[config.mk]
export PLATFORM = sky130hd
export DESIGN_NAME = pulse_sync_tx
export DESIGN_NICKNAME = d
export VERILOG_FILES = /design/src/rtl/pulse_sync_pkg.sv /design/src/rtl/pulse_sync_tx_timer.sv /design/src/rtl/pulse_sync_tx.sv
export SDC_FILE = /design/constraint.sdc
export NUM_CORES = 1
export LEC_CHECK = 0
export ABC_AREA = 1
export CAP_MARGIN = 20
export CORE_MARGIN = 4
export CORE_UTILIZATION = 49
export DETAILED_ROUTE_END_ITERATION = 10
export HOLD_SLACK_MARGIN = 0.08
export PLACE_DENSITY_LB_ADDON = 0.25
export SYNTH_ARGS = -nofsm -noshare
export SYNTH_HDL_FRONTEND = slang
export SYNTH_SLANG_ARGS = --single-unit
[constraint.sdc]
create_clock -name clk -period 2.45 [get_ports clk]
set_input_delay 0.6125 -clock clk [delete_from_list [all_inputs] [get_ports clk]]
set_output_delay 0.6125 -clock clk [all_outputs]
set_load 0.005 [all_outputs]
[src/rtl/pulse_sync_pkg.sv]
// ---------------------------------------------------------------------------
// pulse_sync_pkg
// Shared types and default constants for the pulse-synchroniser transmitter.
//   state_e          : transmitter FSM states
//   DEF_N            : default data word width
//   DEF_HOLD_CYCLES  : default number of cycles the strobe is held high
//   DEF_DRAIN_CYCLES : default number of cycles data stays frozen after strobe
//   timerWidth()     : width of a down-counter able to hold either count
// ---------------------------------------------------------------------------
package pulse_sync_pkg;

  typedef enum logic [1:0] {
    IDLE  = 2'd0,
    SETUP = 2'd1,
    HOLD  = 2'd2,
    DRAIN = 2'd3
  } state_e;

  localparam int DEF_N            = 8;
  localparam int DEF_HOLD_CYCLES  = 4;
  localparam int DEF_DRAIN_CYCLES = 4;

  // Wide enough to hold max(hold, drain); the timer only ever loads count-1,
  // so this leaves one spare code and the counter never needs to wrap.
  function automatic int timerWidth(input int holdCycles, input int drainCycles);
    int maxCycles;
    maxCycles = (holdCycles > drainCycles) ? holdCycles : drainCycles;
    return $clog2(maxCycles + 1);
  endfunction

endpackage

[src/rtl/pulse_sync_tx_timer.sv]
// ---------------------------------------------------------------------------
// pulse_sync_tx_timer
// Loadable down-counter used to time the HOLD and DRAIN phases.
//   clk_i      : clock
//   rst_i      : asynchronous active-high reset, clears the count
//   ena_i      : enable; with it low the count freezes and loads are ignored
//   load_i     : load loadVal_i on the next enabled edge
//   loadVal_i  : value to load (phase length minus one)
//   done_o     : count has reached zero
// ---------------------------------------------------------------------------
module pulse_sync_tx_timer #(
  parameter int W = 3
) (
  input  logic         clk_i,
  input  logic         rst_i,
  input  logic         ena_i,
  input  logic         load_i,
  input  logic [W-1:0] loadVal_i,
  output logic         done_o
);

  logic [W-1:0] count_q;
  logic [W-1:0] count_d;

  // Load takes priority; otherwise count down and park at zero.
  always_comb begin
    count_d = count_q;
    if (ena_i) begin
      if (load_i) begin
        count_d = loadVal_i;
      end else if (count_q != '0) begin
        count_d = count_q - W'(1);
      end
    end
  end

  always_ff @(posedge clk_i or posedge rst_i) begin
    if (rst_i) begin
      count_q <= '0;
    end else begin
      count_q <= count_d;
    end
  end

  assign done_o = (count_q == '0);

endmodule

[src/rtl/pulse_sync_tx.sv]
// ---------------------------------------------------------------------------
// pulse_sync_tx
// Transmit side of a strobe-based clock-domain crossing. A word is accepted
// in IDLE, presented on data_out for one cycle with stb low (SETUP), then stb
// is held high for HOLD_CYCLES, then data_out stays frozen for DRAIN_CYCLES
// so the receiver's two-flop strobe synchroniser can sample it safely.
//   clk      : clock
//   rst      : asynchronous active-high reset
//   ena      : global enable; low freezes all state
//   in_valid : producer offers in_data
//   in_data  : word to transmit
//   in_ready : high in IDLE only (combinational from state)
//   data_out : registered word to the receiver
//   stb      : registered strobe to the receiver
//   busy     : registered, high whenever not IDLE
// ---------------------------------------------------------------------------
module pulse_sync_tx
  import pulse_sync_pkg::*;
#(
  parameter int N            = DEF_N,
  parameter int HOLD_CYCLES  = DEF_HOLD_CYCLES,
  parameter int DRAIN_CYCLES = DEF_DRAIN_CYCLES
) (
  input  logic         clk,
  input  logic         rst,
  input  logic         ena,
  input  logic         in_valid,
  input  logic [N-1:0] in_data,
  output logic         in_ready,
  output logic [N-1:0] data_out,
  output logic         stb,
  output logic         busy
);

  localparam int CW = timerWidth(HOLD_CYCLES, DRAIN_CYCLES);
  localparam logic [CW-1:0] HOLD_LOAD  = CW'(HOLD_CYCLES - 1);
  localparam logic [CW-1:0] DRAIN_LOAD = CW'(DRAIN_CYCLES - 1);

  // Reject parameter values that would break the phase timing.
  if (HOLD_CYCLES < 1 || HOLD_CYCLES > 255) begin : gHoldCheck
    $error("pulse_sync_tx: HOLD_CYCLES must be in 1..255");
  end
  if (DRAIN_CYCLES < 2 || DRAIN_CYCLES > 255) begin : gDrainCheck
    $error("pulse_sync_tx: DRAIN_CYCLES must be in 2..255");
  end

  state_e         state_q, state_d;
  logic [N-1:0]   data_q, data_d;
  logic           stb_q, stb_d;
  logic           busy_q, busy_d;
  logic           tmrLoad;
  logic [CW-1:0]  tmrLoadVal;
  logic           tmrDone;

  pulse_sync_tx_timer #(
    .W(CW)
  ) uTimer (
    .clk_i     (clk),
    .rst_i     (rst),
    .ena_i     (ena),
    .load_i    (tmrLoad),
    .loadVal_i (tmrLoadVal),
    .done_o    (tmrDone)
  );

  // Next-state logic. stb and busy are decoded from the next state so the
  // flops carry them in step with the state register.
  always_comb begin
    state_d    = state_q;
    data_d     = data_q;
    stb_d      = stb_q;
    busy_d     = busy_q;
    tmrLoad    = 1'b0;
    tmrLoadVal = '0;
    if (ena) begin
      case (state_q)
        IDLE: begin
          if (in_valid) begin
            state_d = SETUP;
            data_d  = in_data;
          end
        end
        SETUP: begin
          state_d    = HOLD;
          tmrLoad    = 1'b1;
          tmrLoadVal = HOLD_LOAD;
        end
        HOLD: begin
          if (tmrDone) begin
            state_d    = DRAIN;
            tmrLoad    = 1'b1;
            tmrLoadVal = DRAIN_LOAD;
          end
        end
        DRAIN: begin
          if (tmrDone) begin
            state_d = IDLE;
          end
        end
        default: begin
          state_d = IDLE;
        end
      endcase
      stb_d  = (state_d == HOLD);
      busy_d = (state_d != IDLE);
    end
  end

  always_ff @(posedge clk or posedge rst) begin
    if (rst) begin
      state_q <= IDLE;
      data_q  <= '0;
      stb_q   <= 1'b0;
      busy_q  <= 1'b0;
    end else begin
      state_q <= state_d;
      data_q  <= data_d;
      stb_q   <= stb_d;
      busy_q  <= busy_d;
    end
  end

  assign in_ready = (state_q == IDLE);
  assign data_out = data_q;
  assign stb      = stb_q;
  assign busy     = busy_q;

endmodule

# == Word level (Yosys, flattened, before mapping) ==
# Cells that the tools add are included.
# W data, S select, Z words.
# op_classes
eq_ne,4
add_sub_neg,1
n_reduce_logical,7
mux,12
# op_table
op,n
$mux W2,5
$pmux W2 S4,1
$eq A2 B2 Y1 const B,3
$mux W3,2
$pmux W2 S2,1
$reduce_bool A2 Y1,2
$logic_not A3 Y1,1
$reduce_and A3 Y1,1
$reduce_bool A3 Y1,1
$sub A3 B1 Y3 const B,1
$eq A2 B1 Y1 const B,1
$logic_not A2 Y1,1
$mux W1,2
$pmux W1 S2,1
$reduce_and A2 Y1,1
# totals
register_bits,15
out_inout_bits,11

# == Logic depth before layout (Yosys ltp) ==
# logic_depth
word_depth,6
ltp_mapped,9
depth_no_buf,9

# == Cells and area by module ==
# From an unflattened synthesis, not the netlist that was laid out.
# hier_totals
cells_unflattened,93
hier_area_um2,847.1
# modules_own_cells
module,area_each_um2,cells_per_inst,instances
pulse_sync_tx,619.3,61,1
pulse_sync_tx_timer,227.7,32,1

# == Worst setup path after synthesis ==
# Ideal clock, no wire load.
# synth_path
kind,reg-to-output
start,register state_q[0]
end,output in_ready
t_arrival_ns,0.781
slack_ns,1.056
path_stages_with_launch,3
required_ns,1.837
cell_sequence,dfrtp_1 -> inv_1 -> ha_1
# synth_between
elab_chain_cells,1
# synth_lines
element,line,rtl
start: declaration,pulse_sync_tx.sv:47,"state_e state_q, state_d;"
start signal: assignment,pulse_sync_tx.sv:116,state_q <= state_d;
$logic_not A2 Y1,pulse_sync_tx.sv:123,assign in_ready = (state_q == IDLE);
end: declaration,pulse_sync_tx.sv:29,"output logic in_ready,"
# No other way between the ends.

# == Worst setup path in the final report ==
# Ends and elaborated chain as after synthesis.

==> results.yml <==
clock_tree:
  postCtsSetupBuffers: 0
  insertion_delay_ns: 0.29
  cts.htree.levels: 1
  cts_sinks: 15
  cts_resized: 0
  clockBufferDepth: 2
  cts_tree: "done"
  cts_buffers: 3
  cts_hold_buf: 0
  clk_pin_slew_ns: 0.10
  clock-root-buffer: "clkbuf_4"
logic_synthesis:
  synth_top_area_cell: "dfrtp_1"
  synth_edf_count: 0
  ys.flop_type: "dfrtp_1"
  async_reset_ff_share_pct: 100
  yosys-top-cells-count: "15 x dfrtp_1, 15 x nand2_1, 11 x inv_1"
  ys_ff_latch: 15
  synth_cell_type_count: 15
  ys_top_cells_by_area: "dfrtp_1 47%, mux2_2 11%, ha_1 9.4%"
  netlist_instances: 77
  yosys_warnings: 0
  syn-num-nets: 95
  synth_top_cell_area_share_pct: 47.2
  synth_area_per_cell_um2: 10.3
  ys_seq_area_share_pct: 47.2
  syn_area_um2: 795
place:
  port-buffer-count: 22
  post-place-ws_ns: 0.472
  gp_congestion: 0.811
  dp_hpwl_um: 1220
sta:
  fin_crit_sh_pct: 93.5
  fmaxAchievable_ghz: 0.436
  slew_viol_final: 0
  worstMarginPinSlew_ns: 0.573
  setup_viol: 0
  layout_setup_ws_ns: 0.158
  final.setup_skew_ns: 0.00961
  slew-limit-headroom_pct: 61.8
  hold_violations: 0
  period_minus_slack_ns: 2.29
  whs_ns: 0.510
  grt_setup_unrepaired: "no"
  finalSetupTns_ns: 0
power:
  ir_drop_v: 0.000628
  cellPowerDensity_nw_per_um2: 1180
  totalPowerFinal_w: 0.00124
  p_sw_w: 0.000450
  seqPwrFrac_pct: 35.7
  p_clk_share_pct: 11.6
  power_frac_comb_pct: 52.7
  leakage_nw: 0.510
  p_int_w: 0.000788
  switching_share_pct: 36.3
floorplan:
  die-area_um2: 2330
  ios: 23
  die_w_um: 48.3
  die_height_um: 48.3
  core_area_um2: 1520
  start_util_pct: 52.1
  fp-row-count: 14
worst_setup_path:
  max_stage_delay_ns: 0.54
  cpMaxStageDelayCell: "clkdlybuf4s50_1"
  path_max_fanout: 5
  worstSetupPathType: "flip-flop to primary output"
  end_kind: "primary output"
  crit_chain: "inv_1 -> ha_1 -> clkdlybuf4s50_1"
  cp.arrival_ns: 1.68
  crit_required_ns: 1.84
  worst_setup_path_start_kind: "flip-flop"
drt:
  drc_errors: 0
  drt_iter0_markers: 5
  highest_layer: "met4"
  wl_per_cell_um: 12.6
  vias: 602
  final_antenna_net_count: 0
  drt-vias-per-instance: 5.10
  dr.pass1.iters: 4
  wl_met1_um: 629
  wl_met2_um: 775
  met3_length_um: 53
  routed_wl_um: 1490
layout:
  final_net_count: 121
  multiInputGateArea_um2: 367
  num-fill-cells: 120
  diodes: 0
  regArea_um2: 375
  syn_to_final_growth_pct: 32.3
  drive_above_1_share_pct: 16.7
global_route:
  grt_max_degree: 16
  grt_pass1_vias: 573
  grt.total_usage_pct: 15.8
  grt-ovfl-total: 0
  grt_pass1_wl_um: 2470
  antenna_found_initial: 0
outcome:
  status: "complete, no violations"
run:
  cap_viol_max_count: 0
hold_path:
  hold_path_class: "flip-flop to flip-flop"
## state kept, by name, indices dropped and copies added, names as in the netlist
signal / count
stb: 1
state_q: 2
data_out: 8
busy: 1
uTimer.count_q: 3
## layout by cell type (no fill, tap or decap)
cell type | synthesis | routed
mux2_2 | 8 | 8
inv_1 | 11 | 11
ha_1 | 6 | 6
nand2_4 | 1 | 1
nand3_4 | 1 | 1
nand3_1 | 8 | 8
clkdlybuf4s50_1 | 0 | 22
nand2_1 | 15 | 15
dfrtp_1 | 15 | 15
nor2_1 | 2 | 2
clkinv_2 | 0 | 1
o21ai_2 | 1 | 1
nand2_2 | 1 | 1
o22ai_4 | 1 | 1
clkbuf_4 | 0 | 3
o21ai_0 | 5 | 5
xor2_1 | 1 | 1
## layout make-up
class | count | area share, %
well taps | 16 | 1.90
inverters | 11 | 3.93
repair buffers | 22 | 21.0
clock buffers | 3 | 2.14
multi-input cells | 50 | 34.9
flip-flops and latches | 15 | 35.7
clock inverters | 1 | 0.476
## cells by family after synthesis
kind of cell	Yosys count	share of synthesized area, %
and+or+nand+nor	28	17.5
buffers and inverters	12	6.61
muxes	8	11.3
AOI/OAI and AO/OA	7	6.77
DFF	15	47.2
xor gates and xnor gates	1	1.10
adders and majority gates	6	9.45
## final timing paths
kind | depth (start not counted) | startpoint | end | slack, ns
worst max-delay path | 3 | state_q[0]$_DFFE_PP0P_ | in_ready | 0.16
worst min-delay path | 1 | data_out[1]$_DFFE_PP0P_ | data_out[1]$_DFFE_PP0P_ | 0.51
worst max register to register | 8 | state_q[0]$_DFFE_PP0P_ | state_q[1]$_DFFE_PP0P_ | 0.91
worst min register to register | 1 | data_out[1]$_DFFE_PP0P_ | data_out[1]$_DFFE_PP0P_ | 0.51
max in group asynchronous | 2 | rst | state_q[1]$_DFFE_PP0P_ | 1.40
min in group asynchronous | 2 | rst | data_out[0]$_DFFE_PP0P_ | 0.67
## per-stage QoR
step                instance area (um2)  utilization [%]  std cells
CTS                                1050             69.0        118
finish                             1050             69.0        118
global route                       1050             69.0        118
global placement                   1020             67.2        114
floorplan                           795                -         77
detailed placement                 1020             67.2        114
## worst max-delay path, delay by kind of cell, from the launching register on
kind,cells,cell delay (ns)
DFF,1,0.42
buffers and inverters,2,0.68
adders and majority gates,1,0.29
## layer usage
| layer | up-vias | global-route usage, % |
|---|---|---|
| met5 | - | 0 |
| met4 | 0 | 8.06 |
| met3 | 4 | 3.69 |
| met2 | 12 | 26.6 |
| met1 | 287 | 18.5 |
| li1 | 299 | - |
## power groups by stage
stage	Clock (W)	Sequential, W	Combinational, W
finish	0.000143	0.000442	0.000653
global route	0.000162	0.000458	0.000736
CTS	0.000148	0.000443	0.000661
detailed placement	0	0.000448	0.000654
global placement	0	0.000441	0.000638
floorplan	0	0.000444	0.000379
Power figures use the tool's default switching activity.
